--- src/rtl/run_length_detector_if.sv ---
// run_length_detector_if: data, mode and status signals of the run-length detector.
//   master: drives in/mode/clr_evt, observes tick/out/detect/run_val/run_len/evt_cnt
//   slave : the detector itself
interface run_length_detector_if #(
  parameter int CNT_W = 8,
  parameter int EVT_W = 16
);
  logic             in;
  logic [1:0]       mode;
  logic             clr_evt;
  logic             tick;
  logic             out;
  logic             detect;
  logic             run_val;
  logic [CNT_W-1:0] run_len;
  logic [EVT_W-1:0] evt_cnt;
  modport master (output in, mode, clr_evt, input tick, out, detect, run_val, run_len, evt_cnt);
  modport slave (input in, mode, clr_evt, output tick, out, detect, run_val, run_len, evt_cnt);
endinterface

--- src/rtl/run_length_detector.sv ---
// run_length_detector: flags runs of RUN_LEN or more equal samples taken on an internal tick.
//   clk, reset : single clock, synchronous active-high reset
//   bus.in/mode/clr_evt        : serial data, polarity mode, event-counter clear
//   bus.tick/out/detect        : sample strobe, hit level, one-clk new-hit pulse
//   bus.run_val/run_len/evt_cnt: current run value, saturating length, wrapping hit count
module run_length_detector #(
  parameter int RUN_LEN = 4,
  parameter int CNT_W   = 8,
  parameter int DIV     = 125000000,
  parameter int EVT_W   = 16
) (
  input logic clk,
  input logic reset,
  run_length_detector_if.slave bus
);
  localparam int DW = DIV > 1 ? $clog2(DIV) : 1;
  localparam logic [CNT_W-1:0] LEN_MAX = '1;
  typedef enum logic [1:0] {IDLE, RUN, HIT} state_t;
  state_t           state_q, state_d;
  logic [DW-1:0]    div_cnt_q, div_cnt_d;
  logic [CNT_W-1:0] run_len_q, run_len_d;
  logic [EVT_W-1:0] evt_cnt_q, evt_cnt_d;
  logic             run_val_q, run_val_d, detect_q, detect_d;
  logic             tick, same, qualify, hit_new;
  assign tick      = div_cnt_q == DW'(DIV - 1);
  assign div_cnt_d = tick ? '0 : div_cnt_q + DW'(1);
  assign same      = bus.in == run_val_q;
  assign qualify   = bus.mode == 2'b10 || (bus.mode == 2'b00 && !run_val_q) || (bus.mode == 2'b01 && run_val_q);
  // A continuing run keeps run_val, so qualify already reflects the value of the run entering HIT.
  assign hit_new   = tick && state_q == RUN && same && run_len_q + CNT_W'(1) == CNT_W'(RUN_LEN);
  assign detect_d  = hit_new && qualify;
  assign evt_cnt_d = bus.clr_evt ? '0 : evt_cnt_q + EVT_W'(detect_d);
  always_comb begin
    state_d   = state_q;
    run_val_d = run_val_q;
    run_len_d = run_len_q;
    if (tick) begin
      if (state_q == IDLE || !same) begin
        state_d   = RUN;
        run_val_d = bus.in;
        run_len_d = CNT_W'(1);
      end else begin
        run_len_d = run_len_q == LEN_MAX ? run_len_q : run_len_q + CNT_W'(1);
        state_d   = hit_new ? HIT : state_q;
      end
    end
  end
  always_ff @(posedge clk) begin
    if (reset) begin
      state_q   <= IDLE;
      div_cnt_q <= '0;
      run_val_q <= 1'b0;
      run_len_q <= '0;
      detect_q  <= 1'b0;
      evt_cnt_q <= '0;
    end else begin
      state_q   <= state_d;
      div_cnt_q <= div_cnt_d;
      run_val_q <= run_val_d;
      run_len_q <= run_len_d;
      detect_q  <= detect_d;
      evt_cnt_q <= evt_cnt_d;
    end
  end
  assign bus.tick    = tick;
  assign bus.out     = state_q == HIT && qualify;
  assign bus.detect  = detect_q;
  assign bus.run_val = run_val_q;
  assign bus.run_len = run_len_q;
  assign bus.evt_cnt = evt_cnt_q;
endmodule

--- src/flat_wrapper.sv ---
// flat-port wrapper written by rule: the top's interface ports become plain ports
module run_length_detector_flat 
#(
  parameter int RUN_LEN = 4,
  parameter int CNT_W   = 8,
  parameter int DIV     = 125000000,
  parameter int EVT_W   = 16
)
  (clk, reset, bus_in, bus_mode, bus_clr_evt, bus_tick, bus_out, bus_detect, bus_run_val, bus_run_len, bus_evt_cnt);
  run_length_detector_if #(.CNT_W(CNT_W), .EVT_W(EVT_W)) bus_i ();
  input logic clk;
  input logic reset;
  input wire logic [$bits(bus_i.in)-1:0] bus_in;
  input wire logic [$bits(bus_i.mode)-1:0] bus_mode;
  input wire logic [$bits(bus_i.clr_evt)-1:0] bus_clr_evt;
  output wire logic [$bits(bus_i.tick)-1:0] bus_tick;
  output wire logic [$bits(bus_i.out)-1:0] bus_out;
  output wire logic [$bits(bus_i.detect)-1:0] bus_detect;
  output wire logic [$bits(bus_i.run_val)-1:0] bus_run_val;
  output wire logic [$bits(bus_i.run_len)-1:0] bus_run_len;
  output wire logic [$bits(bus_i.evt_cnt)-1:0] bus_evt_cnt;
  assign bus_i.in = bus_in;
  assign bus_i.mode = bus_mode;
  assign bus_i.clr_evt = bus_clr_evt;
  assign bus_tick = bus_i.tick;
  assign bus_out = bus_i.out;
  assign bus_detect = bus_i.detect;
  assign bus_run_val = bus_i.run_val;
  assign bus_run_len = bus_i.run_len;
  assign bus_evt_cnt = bus_i.evt_cnt;
  run_length_detector #(.RUN_LEN(RUN_LEN), .CNT_W(CNT_W), .DIV(DIV), .EVT_W(EVT_W)) u_core (.clk(clk), .reset(reset), .bus(bus_i));
endmodule
--- config.mk ---
export PLATFORM = sky130hd
export DESIGN_NAME = run_length_detector_flat
export DESIGN_NICKNAME = d
export VERILOG_FILES = /design/src/rtl/run_length_detector_if.sv /design/src/rtl/run_length_detector.sv /design/src/flat_wrapper.sv
export SDC_FILE = /design/constraint.sdc
export NUM_CORES = 1
export LEC_CHECK = 0
export CORE_ASPECT_RATIO = 0.9
export CORE_MARGIN = 2
export CORE_UTILIZATION = 34
export CTS_CLUSTER_DIAMETER = 30
export CTS_CLUSTER_SIZE = 12
export DETAILED_ROUTE_END_ITERATION = 7
export DONT_BUFFER_PORTS = 1
export PLACE_DENSITY = 0.49
export SLEW_MARGIN = 25
export SYNTH_ARGS = -nofsm -noshare
export SYNTH_HDL_FRONTEND = slang
export SYNTH_SLANG_ARGS = --single-unit
--- constraint.sdc ---
create_clock -name clk -period 6.4 [get_ports clk]
set_input_delay 1.28 -clock clk [delete_from_list [all_inputs] [get_ports clk]]
set_output_delay 1.28 -clock clk [all_outputs]
set_load 0.1 [all_outputs]
==> impl_metrics.yaml, run 1 <==
synth:
  syn-num-nets: 317
  synth_edf_count: 0
  synth_area_leaders: "dfxtp_1, xor2_1, nor2_1, xnor2_1, nand3_1"
  synth_area_um2: 2606
  synthFlopType: "dfxtp_1"
  synth-seq-cells: 55
  synth_top_area_frac: 0.4225
  synth.avg_cell_area_um2: 8.517
  synth_top_area_cell: "dfxtp_1"
  synth_cell_types: 43
  netlist_instances: 306
  synthArstFlopShare: 0
  ys_warn_count: 0
  ys_seq_area_frac: 0.4225
worst_setup_path:
  path_depth: 11
  arrival_ns: 3.80
  crit_end: "u_core.bus.evt_cnt[15]"
  cp_num_buf_inv: 0
  worstSetupStartpointType: "flop"
  crit_type: "reg2reg"
  regToRegSetupSlack_ns: 2.86
  reg2reg_depth: 11
  timing.rr.start: "u_core.bus.run_len[6]"
  cp_max_fo: 5
  endpoint_kind: "flop"
  crit_path_top_delay_cell: "dfxtp_1"
  crit_chain: "and3_1 -> nand3_1 -> xor2_1 -> nand4_1 -> nor2_1 -> ha_1 -> nand4_1 -> nor4_1 -> nand3_1 -> xor2_1 -> nor2_1"
  cp_top_family: "simple AND/OR/NAND/NOR gates"
  critPathMaxStageDelay_ns: 1.06
  r2r_end: "u_core.bus.evt_cnt[15]"
  startpoint: "u_core.bus.run_len[6]"
  crit_required_ns: 6.66
layout:
  diodes: 0
  layout-drive-gt1-share: 0.09121
  final_cell_area_um2: 2846
  area_growth_pct: 9.217
  layout.nets: 317
  layout_common_cells: "nor2_1, dfxtp_1, xor2_1"
  postLayoutCoreUtil: 0.3811
  fin_cells: 403
  final_common_cell: "nor2_1"
global_route:
  grt-ovfl-total: 0
  first_global_vias: 1850
  antenna_found_initial: 0
  grt_pass1_wl_um: 8666
  grt_usage: 0.1292
  grt_max_degree: 28
sta:
  relSlewSlack: 0.2660
  holdWs_ns: 0.4745
  fmax_ghz: 0.2822
  fin_crit_ns: 3.543
  setup_slack_ns: 2.857
  setup_viol: 0
  clock_skew_ns: 0.01175
  worst_slew_pin_slew_ns: 1.100
  post-route-period-util: 0.5537
  hold_viol: 0
  finalMaxSlewViolations: 0
  tns_ns: 0
  rsz0062_at_grt: "no"
die:
  boundaryPins: 34
  chipWidth_um: 96.29
  coreArea_um2: 7470
  die_h_um: 87.06
  die_area_um2: 8383
  fp-row-count: 30
  start_util: 0.3489
drt:
  drt_drc_violations_left: 0
  drtAntennaViolNets: 0
  first_iter_violations: 71
  viasPerCell: 5.047
  firstDrtPassIters: 4
  routed-via-count: 2034
  routed_wl_um: 5253
  wl_per_cell_um: 13.03
placed_design:
  place_ws_ns: 2.606
  dp_hpwl_um: 3735
  io_buffers: 0
  place_congestion: 0.7366
  dp.cells: 395
  placed_area_um2: 2744
clock_network:
  clk_pin_slew_ns: 0.11
  clockBufferDepth: 2
  postCtsSetupBuffers: 0
  clk-insertion-delay-late_ns: 0.31
  cts_root_buffer: "clkbuf_8"
  ctsHoldBuffers: 0
  htree_levels: 2
  post_cts_resized: 0
  cts_made_buffers: 5
  clkSinkCount: 55
  cts_tree: "yes"
job:
  timing.max_cap.violations: 0
hold_path:
  min_path_type: "reg2reg"
power:
  total_power_uw: 558.1
  vdd_ir_drop_max_mv: 0.09991
  p_per_area_nw_per_um2: 196.1
  power.static_leakage_nw: 0.9828
status:
  status: "completed"
## how the worst min path moves through the flow
stage	to	from	depth (start not counted)	slack (ns)
final	u_core.div_cnt_q[0]	u_core.div_cnt_q[0]	1	0.47
after global routing	u_core.div_cnt_q[0]	u_core.div_cnt_q[0]	1	0.50
after CTS	u_core.div_cnt_q[0]	u_core.div_cnt_q[0]	1	0.48
after detailed placement	u_core.div_cnt_q[0]	u_core.div_cnt_q[0]	1	0.46
after global placement	u_core.div_cnt_q[0]	u_core.div_cnt_q[0]	1	0.45
after floorplan	u_core.div_cnt_q[0]	u_core.div_cnt_q[0]	1	0.43
## power by group
group | internal (mW) | switching, mW
sequential | 0.344 | 0.00144
clock | 0.0814 | 0.123
combinational | 0.00272 | 0.00638
total | 0.428 | 0.130
## flip-flops by register name (all words and copies together), names as in the netlist
register,cells
u_core.div_cnt_q,27
u_core.bus.evt_cnt,16
u_core.bus.run_len,8
u_core.state_q,2
u_core.bus.detect,1
u_core.bus.run_val,1
## metal layers
layer / vias up / global-route usage / share of wire
li1: 1055 / - / -
met1: 940 / 0.1822 / 0.51
met2: 35 / 0.1957 / 0.43
met3: 4 / 0.03896 / 0.054
met4: 0 / 0.02689 / 0.0082
met5: - / 0 / 0
## cells in the mapped netlist (2+ instances only)
cell / count
o21ai_0: 6
or3_1: 2
nand2_1: 17
or3b_2: 2
nor2_1: 50
nor3b_1: 2
nand4_1: 16
a211oi_1: 2
a21oi_1: 11
nand2b_1: 2
buf_4: 3
nor3_1: 7
and3_1: 11
o22ai_1: 2
inv_1: 13
nand3_1: 21
ha_1: 5
xor2_1: 29
and4_1: 4
o21a_1: 2
nor4bb_1: 3
xnor2_1: 14
dfxtp_1: 55
nor4_1: 4
clkbuf_1: 5
## cell type report
class | instances | area [µm²]
fillers | 779 | 4623
multi-input cells | 228 | 1409
flip-flops and latches | 55 | 1112
well taps | 96 | 120.1
clock buffers | 5 | 68.82
repair buffers | 3 | 60.06
inverters | 13 | 48.80
clock inverters | 3 | 27.53
## worst register-to-register path, delay by kind of cell, from the launching register on
family / cells / cell delay, ns
DFF: 1 / 1.06
and+or+nand+nor: 8 / 1.73
adders and majority gates: 1 / 0.23
xor gates and xnor gates: 2 / 0.47
## cell families after synthesis
logic type,share of synthesized area
AOI/OAI and AO/OA,0.07249
xor gates and xnor gates,0.1445
adders and majority gates,0.02400
buffers and inverters,0.04081
DFF,0.4225
and+or+nand+nor,0.2957
No activity file was read; power rests on OpenSTA's default activity.
==> run 2: changes to the inputs <==
Settings changed: PLACE_DENSITY 0.49 to 0.51.
Clock period 6.4 ns to 3.1 ns, I/O delays scaled along.
==> run 2 against run 1 <==
Global-route usage increased by 0.19 points. Routed wire length increased by 3.2%. Power increased by 100%. Critical path depth increased by 2. Fmax increased by 24%. Sequential power increased by 110%. Combinational power increased by 130%. Core utilization increased by 2.8 points. Critical path type unchanged. Critical endpoint is now u_core.bus.evt_cnt[14]. Largest cell class unchanged. Highest routed layer unchanged.
==> impl_metrics.yaml, run 2 (synthesis results as in run 1) <==
status:
  status: "completed"
global_route:
  first_global_vias: 1916
  antenna_found_initial: 0
  grt-ovfl-total: 0
  grt_max_degree: 28
  grt_usage: 0.1312
  grt_pass1_wl_um: 8832
sta:
  fin_crit_ns: 2.863
  worst_slew_pin_slew_ns: 1.020
  hold_viol: 0
  setup_viol: 0
  relSlewSlack: 0.3187
  finalMaxSlewViolations: 0
  post-route-period-util: 0.9234
  fmax_ghz: 0.3493
  clock_skew_ns: 0.004274
die:
  boundaryPins: 34
  fp-row-count: 30
  die_area_um2: 8383
  coreArea_um2: 7470
  start_util: 0.3489
  chipWidth_um: 96.29
  die_h_um: 87.06
placed_design:
  dp.cells: 420
  dp_hpwl_um: 3790
  place_congestion: 0.8376
  io_buffers: 0
drt:
  routed_wl_um: 5423
  first_iter_violations: 42
  routed-via-count: 2128
  viasPerCell: 4.960
  firstDrtPassIters: 4
  drt_drc_violations_left: 0
  drtAntennaViolNets: 0
  wl_per_cell_um: 12.64
power:
  power.static_leakage_nw: 1.111
  vdd_ir_drop_max_mv: 0.1552
  p_seq_frac: 0.638
  clockPowerShare: 0.343
  total_power_mw: 1.116
  power.internal_uw: 875.5
  sw_frac_of_total: 0.2156
  combPwrFrac: 0.019
  p_per_area_nw_per_um2: 365.3
  p_sw_uw: 240.6
job:
  timing.max_cap.violations: 0
worst_setup_path:
  arrival_ns: 3.10
  worstSetupStartpointType: "flop"
  cp_max_fo: 5
  crit_end: "u_core.bus.evt_cnt[14]"
  startpoint: "u_core.bus.run_len[0]"
  regToRegSetupSlack_ns: 0.24
  endpoint_kind: "flop"
  crit_type: "reg2reg"
  timing.rr.start: "u_core.bus.run_len[0]"
  crit_required_ns: 3.34
  reg2reg_depth: 13
  r2r_end: "u_core.bus.evt_cnt[14]"
layout:
  regMostFlops: "u_core.div_cnt_q"
  layout.nets: 343
  fill_cells: 761
  fin_cells: 429
  diodes: 0
  area_growth_pct: 17.23
  layout_common_cells: "nor2_1, dfxtp_1, xor2_1"
  layout-drive-gt1-share: 0.1802
  final_common_cell: "nor2_1"
  largest_reg_flops: 27
clock_network:
  cts_made_buffers: 5
  htree_levels: 2
  clkSinkCount: 55
  clockBufferDepth: 2
  clk-insertion-delay-late_ns: 0.30
  clk_pin_slew_ns: 0.10
  cts_tree: "yes"
  cts_root_buffer: "clkbuf_8"
hold_path:
  min_path_type: "in2reg"
  hold_start: "reset"
==> run 2: changes by cell type in the layout (fill, tap and decap cells not counted), sizes merged <==
cell and change:
buf +26, clkbuf +2, inv -2, clkinv +1
clkinvlp -1
==> run 2: worst min path at each step <==
stage | slack (ns) | cells past startpoint | endpoint
after CTS | 0.35 | 1 | u_core.bus.run_val
after detailed placement | 0.45 | 1 | u_core.div_cnt_q[0]
after global routing | 0.34 | 1 | u_core.bus.run_val
after floorplan | 0.43 | 1 | u_core.div_cnt_q[0]
final | 0.37 | 1 | u_core.bus.run_val
after global placement | 0.44 | 1 | u_core.div_cnt_q[0]
==> run 2: repair_timing <==
action                                  in CTS  in global routing
resized for setup                            0                 10
hold buffers                                 0                  0
buffers inserted                             0                  1
endpoints found under the setup margin       0                  3
==> run 2: worst max-delay path: stages, from the launching register on <==
cell and delay, ns:
dfxtp_2 0.38, buf_6 0.24, and4_1 0.26, o2111ai_1 0.18, nor3b_2 0.19, nand4_1 0.16, nor2_1 0.15, ha_2 0.22
ha_1 0.20, nand3_1 0.15, nor4_2 0.34, nand2_1 0.10, xor2_1 0.14, nor2_1 0.11
==> run 2: power groups by stage <==
stage | sequential (mW) | clock, mW | combinational (mW)
6_report | 0.713 | 0.383 | 0.0207
3_3_place_gp | 0.729 | 0 | 0.0208
4_1_cts | 0.712 | 0.406 | 0.0210
5_1_grt | 0.713 | 0.429 | 0.0238
3_5_place_dp | 0.729 | 0 | 0.0208
2_1_floorplan | 0.728 | 0 | 0.0201
==> run 2: metrics by stage <==
step	instance area, µm²	util	hold slack (ns)	TNS (ns)	worst slack [ns]
floorplan	2628	-	0.4301	0	0.03986
global placement	2923	0.3913	0.4422	0	0.2075
detailed placement	2923	0.3913	0.4538	0	0.1538
CTS	3004	0.4022	0.3527	0	0.1242
global route	3055	0.4090	0.3401	-0.01842	-0.01842
finish	3055	0.4090	0.3661	0	0.2374
==> run 2: area by class of cell <==
| class | instances | area, µm² | area share |
|---|---|---|---|
| inverters | 13 | 48.80 | 0.01597 |
| clock inverters | 1 | 5.005 | 0.001638 |
| well taps | 96 | 120.1 | 0.03931 |
| clock buffers | 7 | 76.32 | 0.02498 |
| multi-input cells | 228 | 1454 | 0.4758 |
| repair buffers | 29 | 239.0 | 0.07821 |
| flip-flops and latches | 55 | 1112 | 0.3640 |
==> run 2: routing by layer <==
metal  vias to the layer above  track usage  part of all wire
li1                       1106            -                 -
met1                       989       0.1889              0.52
met2                        29       0.1932              0.42
met3                         4      0.03030             0.047
met4                         0      0.04225             0.012
met5                         -            0                 0
==> run 3: changes to the inputs <==
Settings changed: CORE_UTILIZATION 34 to 37, PLACE_DENSITY 0.51 to 0.52.
Clock period 3.1 ns to 3.3 ns, I/O delays scaled along.
==> run 3 against run 2 <==
Via count increased by 0.19%. Non-clock buffer count down 1. Global-route usage is 1.1 points higher. Critical path type unchanged.
==> impl_metrics.yaml, run 3 (synthesis results as in run 1) <==
job:
  timing.max_cap.violations: 0
layout:
  layout_common_cells: "dfxtp_1, nor2_1, xor2_1"
  largest_reg_flops: 27
  area_growth_pct: 15.31
  multi_input_area_um2: 1415
  regMostFlops: "u_core.div_cnt_q"
  fin_cells: 425
  diodes: 0
  fill_cells: 693
  postLayoutCoreUtil: 0.4337
  final_common_cell: "dfxtp_1"
  layout-drive-gt1-share: 0.1386
  layout.nets: 342
  regArea_um2: 1104
  final_cell_area_um2: 3005
power:
  clockPowerShare: 0.355
  power.internal_uw: 824.7
  power.static_leakage_nw: 1.107
  p_seq_frac: 0.627
  vdd_ir_drop_max_mv: 0.2235
  combPwrFrac: 0.018
  p_sw_uw: 242.5
  total_power_mw: 1.067
  sw_frac_of_total: 0.2272
  p_per_area_nw_per_um2: 355.1
sta:
  rsz0062_at_grt: "no"
  fin_crit_ns: 2.848
  setup_viol: 0
  fmax_ghz: 0.3511
  finalMaxSlewViolations: 0
  worst_slew_pin_slew_ns: 1.027
  clock_skew_ns: 0.01249
  post-route-period-util: 0.8631
  relSlewSlack: 0.3143
  tns_ns: 0
  hold_viol: 0
drt:
  first_iter_violations: 50
  drt_drc_violations_left: 0
  drtAntennaViolNets: 0
  wl_per_cell_um: 12.59
  viasPerCell: 5.016
  routed_wl_um: 5350
  routed-via-count: 2132
  firstDrtPassIters: 4
hold_path:
  min_path_type: "in2reg"
  whs_endpoint: "u_core.state_q[0]"
  hold_start: "reset"
  whs_path_depth: 1
worst_setup_path:
  endpoint_kind: "flop"
  crit_type: "reg2reg"
  r2r_end: "u_core.bus.evt_cnt[14]"
  worstSetupStartpointType: "flop"
  crit_required_ns: 3.56
  timing.rr.start: "u_core.div_cnt_q[0]"
  startpoint: "u_core.div_cnt_q[0]"
  cp_max_fo: 4
  regToRegSetupSlack_ns: 0.45
  reg2reg_depth: 13
  arrival_ns: 3.10
die:
  coreArea_um2: 6930
  die_area_um2: 7732
  fp-row-count: 29
  boundaryPins: 34
  die_h_um: 83.62
  start_util: 0.3761
  chipWidth_um: 92.47
clock_network:
  post_cts_resized: 0
  clkSinkCount: 55
  cts_tree: "yes"
  clockBufferDepth: 2
  postCtsSetupBuffers: 0
  clk_pin_slew_ns: 0.11
  cts_root_buffer: "clkbuf_8"
  ctsHoldBuffers: 0
  clk-insertion-delay-late_ns: 0.31
  cts_made_buffers: 5
  htree_levels: 2
global_route:
  grt-ovfl-total: 0
  grt_max_degree: 28
  grt_usage: 0.1424
  grt_pass1_wl_um: 9101
  first_global_vias: 2019
  antenna_found_initial: 0
placed_design:
  place_congestion: 0.7621
  placed_area_um2: 2912
  io_buffers: 0
  dp.cells: 417
  dp_hpwl_um: 3816
status:
  status: "completed"
[run 3: critical path, cell delays in order (launching register included)]
cell and delay [ns]:
dfxtp_1 0.39, ha_1 0.24, and4_1 0.26, nand2_1 0.12, nor3_2 0.21, nand4_1 0.17
nor2_1 0.14, ha_1 0.22, ha_1 0.22, nand3_1 0.14, nor4_1 0.34, nand2_1 0.11
xor2_1 0.15, nor2_1 0.11
[run 3: power by group through the flow]
| stage | Clock, mW | Sequential [mW] | Combinational, mW |
|---|---|---|---|
| floorplan | 0 | 0.684 | 0.0186 |
| global placement | 0 | 0.685 | 0.0194 |
| detailed placement | 0 | 0.685 | 0.0192 |
| CTS | 0.402 | 0.670 | 0.0194 |
| global route | 0.426 | 0.670 | 0.0212 |
| finish | 0.379 | 0.669 | 0.0187 |
[run 3: worst max-delay path by stage]
stage	end	cells after the start
floorplan	u_core.bus.evt_cnt[12]	12
global placement	u_core.bus.evt_cnt[14]	12
detailed placement	u_core.bus.evt_cnt[14]	12
CTS	u_core.bus.evt_cnt[14]	13
global route	u_core.bus.evt_cnt[14]	13
finish	u_core.bus.evt_cnt[14]	13
[run 3: cell type report]
type                            instances  area share
Clock buffer                            5     0.02290
Clock inverter                          3    0.008326
Inverter                               13     0.01624
Multi-Input combinational cell        228      0.4709
Sequential cell                        55      0.3672
Tap cell                               93     0.03872
Timing Repair Buffer                   28     0.07577
[run 3: per-stage QoR]
stage / hold WS [ns] / setup slack (ns)
floorplan: 0.4301 / 0.04364
global placement: 0.4441 / 0.4494
detailed placement: 0.4538 / 0.3551
CTS: 0.3868 / 0.4067
global route: 0.3908 / 0.1107
finish: 0.4027 / 0.4519
[run 3: routing by layer]
metal  wire [µm]  up-vias  part of all wire  global-route usage
met3         261        5             0.049             0.04065
met1        2750      980              0.51              0.1964
li1            -     1109                 -                   -
met4          50        0            0.0093             0.03935
met5           0        -                 0                   0
met2        2288       38              0.43              0.2177
